$ cat config.mk
export PLATFORM = sky130hd
export DESIGN_NAME = servo_move_scheduler
export DESIGN_NICKNAME = d
export VERILOG_FILES = /design/src/rtl/servo_move_scheduler.sv
export SDC_FILE = /design/constraint.sdc
export NUM_CORES = 1
export LEC_CHECK = 0
export BUFFER_PORTS_ARGS = -buffer_cell sky130_fd_sc_hd__buf_2
export CAP_MARGIN = 20
export CORE_UTILIZATION = 30
export DETAILED_ROUTE_END_ITERATION = 10
export SYNTH_ARGS = -nofsm -noshare
export SYNTH_HDL_FRONTEND = slang
export SYNTH_SLANG_ARGS = --single-unit
$ cat constraint.sdc
create_clock -name clk -period 2.9 [get_ports clk]
set_input_delay 0.29 -clock clk [delete_from_list [all_inputs] [get_ports clk]]
set_output_delay 0.29 -clock clk [all_outputs]
set_load 0.005 [all_outputs]
$ cat src/rtl/servo_move_scheduler.sv
// servo_move_scheduler
// Round-robin scheduler that lets exactly one servo valve move at a time.
// A granted move waits for a PWM frame boundary, then drives the new position
// onto set_bit and holds the channel for SETTLE_FRAMES frames.
// After that the requester gets a one-cycle ack.
// Requests whose target already matches set_bit are acknowledged with no frame wait.
module servo_move_scheduler #(
    parameter int NCH           = 4,
    parameter int SETTLE_FRAMES = 25,
    parameter int CNT_W         = 8
) (
    input  logic           clk,
    input  logic           rst_n,
    input  logic           frame_tick,
    input  logic [NCH-1:0] req,
    input  logic [NCH-1:0] pos,
    output logic [NCH-1:0] ack,
    output logic [NCH-1:0] set_bit,
    output logic [NCH-1:0] move_en,
    output logic           busy
);

    localparam int GW = (NCH > 1) ? $clog2(NCH) : 1;
    localparam logic [CNT_W-1:0] CNT_INIT = CNT_W'(SETTLE_FRAMES - 1);
    localparam logic [NCH-1:0]   ONE      = NCH'(1);

    typedef enum logic [1:0] {
        IDLE   = 2'd0,
        ALIGN  = 2'd1,
        SETTLE = 2'd2,
        DONE   = 2'd3
    } state_t;

    state_t           state;
    logic [GW-1:0]    rr;
    logic [GW-1:0]    g;
    logic             g_pos;
    logic [CNT_W-1:0] cnt;

    logic             found;
    logic [GW-1:0]    pick;

    // Channel index following ch, wrapping at NCH (NCH need not be a power of two)
    function automatic logic [GW-1:0] next_ch(input logic [GW-1:0] ch);
        if (ch == GW'(NCH - 1)) begin
            return '0;
        end
        return ch + GW'(1);
    endfunction

    // Find the first requesting channel at or after the round-robin pointer
    always_comb begin : grant_search
        int j;
        j     = 0;
        found = 1'b0;
        pick  = '0;
        for (int i = 0; i < NCH; i++) begin
            j = int'(rr) + i;
            if (j >= NCH) begin
                j = j - NCH;
            end
            if (!found && req[j]) begin
                found = 1'b1;
                pick  = GW'(j);
            end
        end
    end

    // Scheduler FSM; every output is a register so the servo interfaces see clean levels
    always_ff @(posedge clk or negedge rst_n) begin
        if (!rst_n) begin
            state   <= IDLE;
            rr      <= '0;
            g       <= '0;
            g_pos   <= 1'b0;
            cnt     <= '0;
            ack     <= '0;
            set_bit <= '0;
            move_en <= '0;
            busy    <= 1'b0;
        end else begin
            // ack is a single-cycle pulse: only the edge entering DONE sets it
            ack <= '0;
            case (state)
                IDLE: begin
                    // frame_tick is deliberately ignored here; only req matters
                    if (found) begin
                        g     <= pick;
                        g_pos <= pos[pick];
                        busy  <= 1'b1;
                        if (pos[pick] == set_bit[pick]) begin
                            // Already at target: acknowledge without touching the servo
                            ack   <= ONE << pick;
                            state <= DONE;
                        end else begin
                            state <= ALIGN;
                        end
                    end
                end
                ALIGN: begin
                    // Change the commanded position only on a frame boundary
                    if (frame_tick) begin
                        set_bit[g] <= g_pos;
                        cnt        <= CNT_INIT;
                        move_en    <= ONE << g;
                        state      <= SETTLE;
                    end
                end
                SETTLE: begin
                    if (frame_tick) begin
                        if (cnt == '0) begin
                            ack   <= ONE << g;
                            state <= DONE;
                        end else begin
                            cnt <= cnt - CNT_W'(1);
                        end
                    end
                end
                DONE: begin
                    move_en <= '0;
                    busy    <= 1'b0;
                    rr      <= next_ch(g);
                    state   <= IDLE;
                end
                default: begin
                    state <= IDLE;
                end
            endcase
        end
    end

endmodule

==> run summary, run 1 <==
outcome: completed
CTS tree: done
Post-DP HPWL: 2370 um
fillcell total: 528
Area growth, synth to finish: 14.27%
max cap viols: 0
die area: 5553 um2
Synth Area in Compound Gates: 15.54%
M1 WL: 1582 um
cell class contributing the biggest share of worst-path delay: simple AND/OR/NAND/NOR gates
Final min period: 2.546 ns
io pins: 24
drt total wl: 3128 um
Req. time, crit path: 3.05 ns
CTS root buf: clkbuf_8
Die Y: 74.52 um
leakage power: 0.8500 nW
worst-case clock buffer depth: 2
CTS resizes: 0
Synth cell types: 35
EDFF count, synth: 0
Multi-input gate area: 817.0 um2
Synth Area in Simple Gates: 17.13%
ANT cells: 0
Sink Count: 28
worst-path cell chain: inv_1, ha_1, nor2_1, nor2b_1, o41ai_4, or4_1, nor4b_1, xnor2_1, nor2_1
syn_nets: 175
share of layout cells above drive strength 1: 22.47%
routed via count: 1155
Clock Latency Late Sink: 0.27 ns
GRT Total Usage: 12.93%
standard-cell rows: 26
Final Power: 1.748 mW
initial DRC count: 45
CP Max Fanout: 9
largest area contributor in the netlist: dfrtp_1
register area: 700.7 um2
VDD IR-drop max: 0.3934 mV
CP peak stage delay: 0.48 ns
Slew @ Worst Pin: 0.6366 ns
sequential area share after synthesis: 44.41%
most frequent CP cell: nor2_1
Yosys reg bits: 28
WP data arrival: 2.70 ns
# nets final: 200
Final ANT Viol Nets: 0
max_slew headroom: 57.17%
Post-synth ARST share: 100.0%
Die W: 74.52 um
count of input and output buffers: 23
first-pass GRT wire length: 5561 um
wire per inst: 12.61 um
max layer used: met4
met3 WL: 68 um
Synth top area share: 44.41%
Pwr Density: 969.3 nW/um2
WP buf/inv: 1
hold_buf cts: 0
Final Hold Fails: 0
core area: 5075 um2
H-tree Lvls: 1
Clock Skews: 0.002602 ns
vias per cell: 4.657
CTS Buf Count: 3
endpoints failing setup: 0
Post-CTS Setup Bufs: 0
Area contributors post-synth: dfrtp_1, ha_1, mux2_2
met2 wire length: 1444 um
Yosys warnings: 0
mux contribution to synthesized area: 8.089%
Worst Setup End Kind: flip-flop
final weighted congestion in routability-driven placement: 0.7706
Worst path slowest cell: or4_1
initial core utilization: 31.09%
Syn Inst Count: 155
Final Cycle Share: 87.80%
RSZ-0062 raised after global routing: false
vias in the first global route: 1203
drc violations: 0
initial antenna violation count: 0
top_reg_cell synth: dfrtp_1
critical path type: flip-flop to flip-flop
worst min-delay path class: input pin to asynchronous set/reset pin
Initial DRT Pass Iterations: 4
largest family of logic cells by synthesized area: simple AND/OR/NAND/NOR gates
Mapped Avg Cell Area: 10.18 um2
GRT Residual Overflow: 0
crit start category: flip-flop
Fmax: 0.3927 GHz
fin. max-slew vios: 0
Post-Synth Adder-Cell Area: 7.137%
largest net degree at the start of global routing: 29
total negative slack: 0 ns
Synth Area in XOR/XNOR: 3.886%
Worst-path clk slew: 0.10 ns
Mapped Area: 1578 um2
per-stage QoR:
stage	utilization, %	setup WS (ns)	hold slack [ns]	instances	area [um2]
finish	35.53	0.3538	0.02632	248	1803
global route	35.53	0.1641	0.08410	248	1803
CTS	35.53	0.3402	0.05123	248	1803
detailed placement	34.71	0.3520	0.3497	245	1762
global placement	34.71	0.4719	0.3547	245	1762
floorplan	-	0.6429	-0.005591	155	1578
cells by family after synthesis:
logic type | count (synthesis)
simple gates | 52
compound gates | 34
flops | 28
buf+inv | 13
mux | 12
fa+ha+maj | 9
xor+xnor | 7
per-layer routing:
metal	GRT usage (%)	vias to the layer above
met1	17.70	552
met2	21.22	15
met4	4.403	0
met5	0	-
met3	1.491	2
li1	-	586
layout make-up:
class / instances / share of cell area [%]
multi-input cells: 114 / 45.32
repair buffers: 24 / 6.801
inverters: 9 / 1.874
flip-flops and latches: 28 / 38.86
clock buffers: 3 / 2.290
well taps: 70 / 4.858
final timing paths:
kind | slack, ns | from | endpoint | depth (start not counted)
worst max-delay path | 0.35 | state[0]$_DFFE_PN0P_ | cnt[7]$_DFFE_PN0P_ | 9
worst min-delay path | 0.03 | rst_n | g_pos$_DFFE_PN0P_ | 1
worst max register to register | 0.35 | state[0]$_DFFE_PN0P_ | cnt[7]$_DFFE_PN0P_ | 9
worst min register to register | 0.51 | move_en[1]$_DFFE_PN0P_ | move_en[1]$_DFFE_PN0P_ | 1
max in group asynchronous | 2.46 | rst_n | cnt[0]$_DFFE_PN0P_ | 1
min in group clk | 0.39 | frame_tick | cnt[1]$_DFFE_PN0P_ | 3
state kept, by name, summed over array words and instances, names as in the netlist:
| name | cells |
|---|---|
| cnt | 8 |
| ack | 4 |
| move_en | 4 |
| set_bit | 4 |
| g | 2 |
| rr | 2 |
| state | 2 |
| busy | 1 |
| g_pos | 1 |
where the power goes:
group / internal, mW / switching [mW] / total (mW)
clock: 0.0932 / 0.119 / 0.212
combinational: 0.392 / 0.437 / 0.829
sequential: 0.557 / 0.150 / 0.707
synth_stat cells (all sizes together) (2+ instances only):
master and n:
mux2i 6, dfrtp 28, xnor2 6, o22ai 3, nor2b 4, mux2 6
nand3 7, or3 2, a21o 5, o21ai 10, clkbuf 2, nand2b 7
a21oi 8, ha 9, buf 2, nor2 13, o41ai 2, inv 9
nand2 13
placed cells by master (no fill, tap or decap), drive strengths merged:
| cell | n |
|---|---|
| xor2 | 1 |
| a21o | 5 |
| xnor2 | 6 |
| nor2 | 13 |
| clkbuf | 3 |
| nor4 | 1 |
| nand2 | 13 |
| mux2i | 6 |
| o22ai | 3 |
| o41ai | 2 |
| nor4b | 1 |
| or3b | 1 |
| or4 | 1 |
| nor2b | 4 |
| o21ai | 10 |
| dfrtp | 28 |
| o32a | 1 |
| inv | 9 |
| nand3 | 7 |
| buf | 24 |
| o21a | 1 |
| mux2 | 6 |
| a22o | 1 |
| a2bb2oi | 1 |
| nor3 | 1 |
| o221ai | 1 |
| or3 | 2 |
| nand3b | 1 |
| a21boi | 1 |
| a21oi | 8 |
| nand2b | 7 |
| ha | 9 |
(Power assumes the default switching activity.)
==> run 2, diff against run 1 <==
- CORE_UTILIZATION: 30 -> 43
- GPL_ROUTABILITY_DRIVEN: not set -> 0
==> run summary, run 2 (synthesized netlist as in run 1, its figures left out) <==
CTS resizes: 0
GRT Residual Overflow: 0
hold wc startpoint: frame_tick
Multi-input gate area: 817.0 um2
drc violations: 0
leading cell types in the layout, fill and taps excluded: dfrtp_1, buf_2, nand2_1
CTS root buf: clkbuf_4
fillcell total: 338
initial core utilization: 46.19%
CTS Buf Count: 3
worst min-delay path class: input pin to flip-flop
GRT Total Usage: 17.44%
CP Max Fanout: 9
Final Power: 1.725 mW
Die Y: 62.58 um
largest net degree at the start of global routing: 29
leakage power: 0.8536 nW
CP peak stage delay: 0.48 ns
endpoints failing setup: 0
Clock Latency Late Sink: 0.32 ns
Worst Setup End Kind: flip-flop
routed via count: 1194
Req. time, crit path: 3.11 ns
Pwr Density: 970.2 nW/um2
reg2reg path depth: 9
Post-DP HPWL: 2443 um
core area: 3416 um2
crit start category: flip-flop
WP data arrival: 2.77 ns
share of layout cells above drive strength 1: 22.78%
WHS Path Cells: 3
RSZ-0062 raised after global routing: false
worst-case clock buffer depth: 2
worst-path cell chain: inv_1, ha_1, nor2_1, nor2b_1, o41ai_4, or4_1, nor4b_1, xnor2_1, nor2_1
most frequent CP cell: nor2_1
leading cell type in the layout, fill and taps excluded: dfrtp_1
Fmax: 0.3915 GHz
register area: 700.7 um2
first-pass GRT wire length: 5451 um
Die W: 62.58 um
Worst path slowest cell: or4_1
drt total wl: 3105 um
count of input and output buffers: 23
fin. max-slew vios: 0
total negative slack: 0 ns
Final ANT Viol Nets: 0
Worst Setup SP: state[0]$_DFFE_PN0P_
outcome: completed
ANT cells: 0
io pins: 24
Clock Skews: 0.001890 ns
Worst-path clk slew: 0.14 ns
Post-CTS Setup Bufs: 0
critical path type: flip-flop to flip-flop
Worst R2R Start: state[0]$_DFFE_PN0P_
wire per inst: 13.74 um
Sink Count: 28
standard-cell rows: 21
vias in the first global route: 1211
Largest register FFs: 8
vias per cell: 5.283
# nets final: 201
initial DRC count: 10
initial antenna violation count: 0
Final min period: 2.554 ns
CTS tree: done
VDD IR-drop max: 0.4024 mV
Slew @ Worst Pin: 0.6475 ns
die area: 3916 um2
Area growth, synth to finish: 12.69%
Final Hold Fails: 0
max_slew headroom: 56.44%
Most flops, register: cnt
Initial DRT Pass Iterations: 4
H-tree Lvls: 1
Final Cycle Share: 88.08%
max cap viols: 0
## run 2: path summary, 6_finish.rpt
check                                endpoint  slack (ns)
max in group asynchronous    g[1]$_DFFE_PN0P_        1.98
hold / removal             cnt[0]$_DFFE_PN0P_        0.31
hold reg to reg            cnt[0]$_DFFE_PN0P_        0.52
setup / recovery           cnt[7]$_DFFE_PN0P_        0.35
setup reg to reg           cnt[7]$_DFFE_PN0P_        0.35
min in group asynchronous    ack[0]$_DFF_PN0_        0.51
## run 2: repair_timing
action                                 in CTS  in global routing
setup endpoints to repair                   0                  0
hold buffers                                1                  0
endpoints found under the hold margin      28                  0
## run 2: cell type report
| cell class | instances | area share, % |
|---|---|---|
| multi-input cells | 114 | 45.95 |
| repair buffers | 25 | 7.460 |
| inverters | 9 | 1.900 |
| flip-flops and latches | 28 | 39.41 |
| well taps | 46 | 3.237 |
| clock buffers | 4 | 2.041 |
## run 2: metrics by stage
stage | utilization [%] | worst slack, ns | hold WS, ns | instances | cell area (um2)
floorplan | - | 0.6429 | -0.005591 | 155 | 1578
global placement | 50.70 | 0.4890 | 0.3404 | 221 | 1732
detailed placement | 50.70 | 0.3670 | 0.3523 | 221 | 1732
CTS | 52.05 | 0.3344 | 0.2915 | 226 | 1778
global route | 52.05 | 0.08444 | 0.3128 | 226 | 1778
finish | 52.05 | 0.3456 | 0.3055 | 226 | 1778
## run 2: where the power goes
part	switching (mW)	leakage (nW)	internal [mW]
clock	0.106	0.0210	0.0767
sequential	0.154	0.357	0.556
combinational	0.437	0.475	0.396
total	0.697	0.854	1.03
## run 2: critical path, delay by kind of cell, from the launching register on
kind / cells / cell delay, ns
buffers and inverters: 1 / 0.10
and+or+nand+nor: 5 / 1.26
AOI/OAI and AO/OA: 1 / 0.15
adders and majority gates: 1 / 0.34
xor gates and xnor gates: 1 / 0.16
DFF: 1 / 0.44
## run 2: metal layers
layer,up-vias,share of wire [%],global-route usage (%)
li1,589,-,-
met1,580,45,21.12
met2,23,51,31.93
met3,2,3.7,3.832
met4,0,0.45,2.616
met5,-,0,0
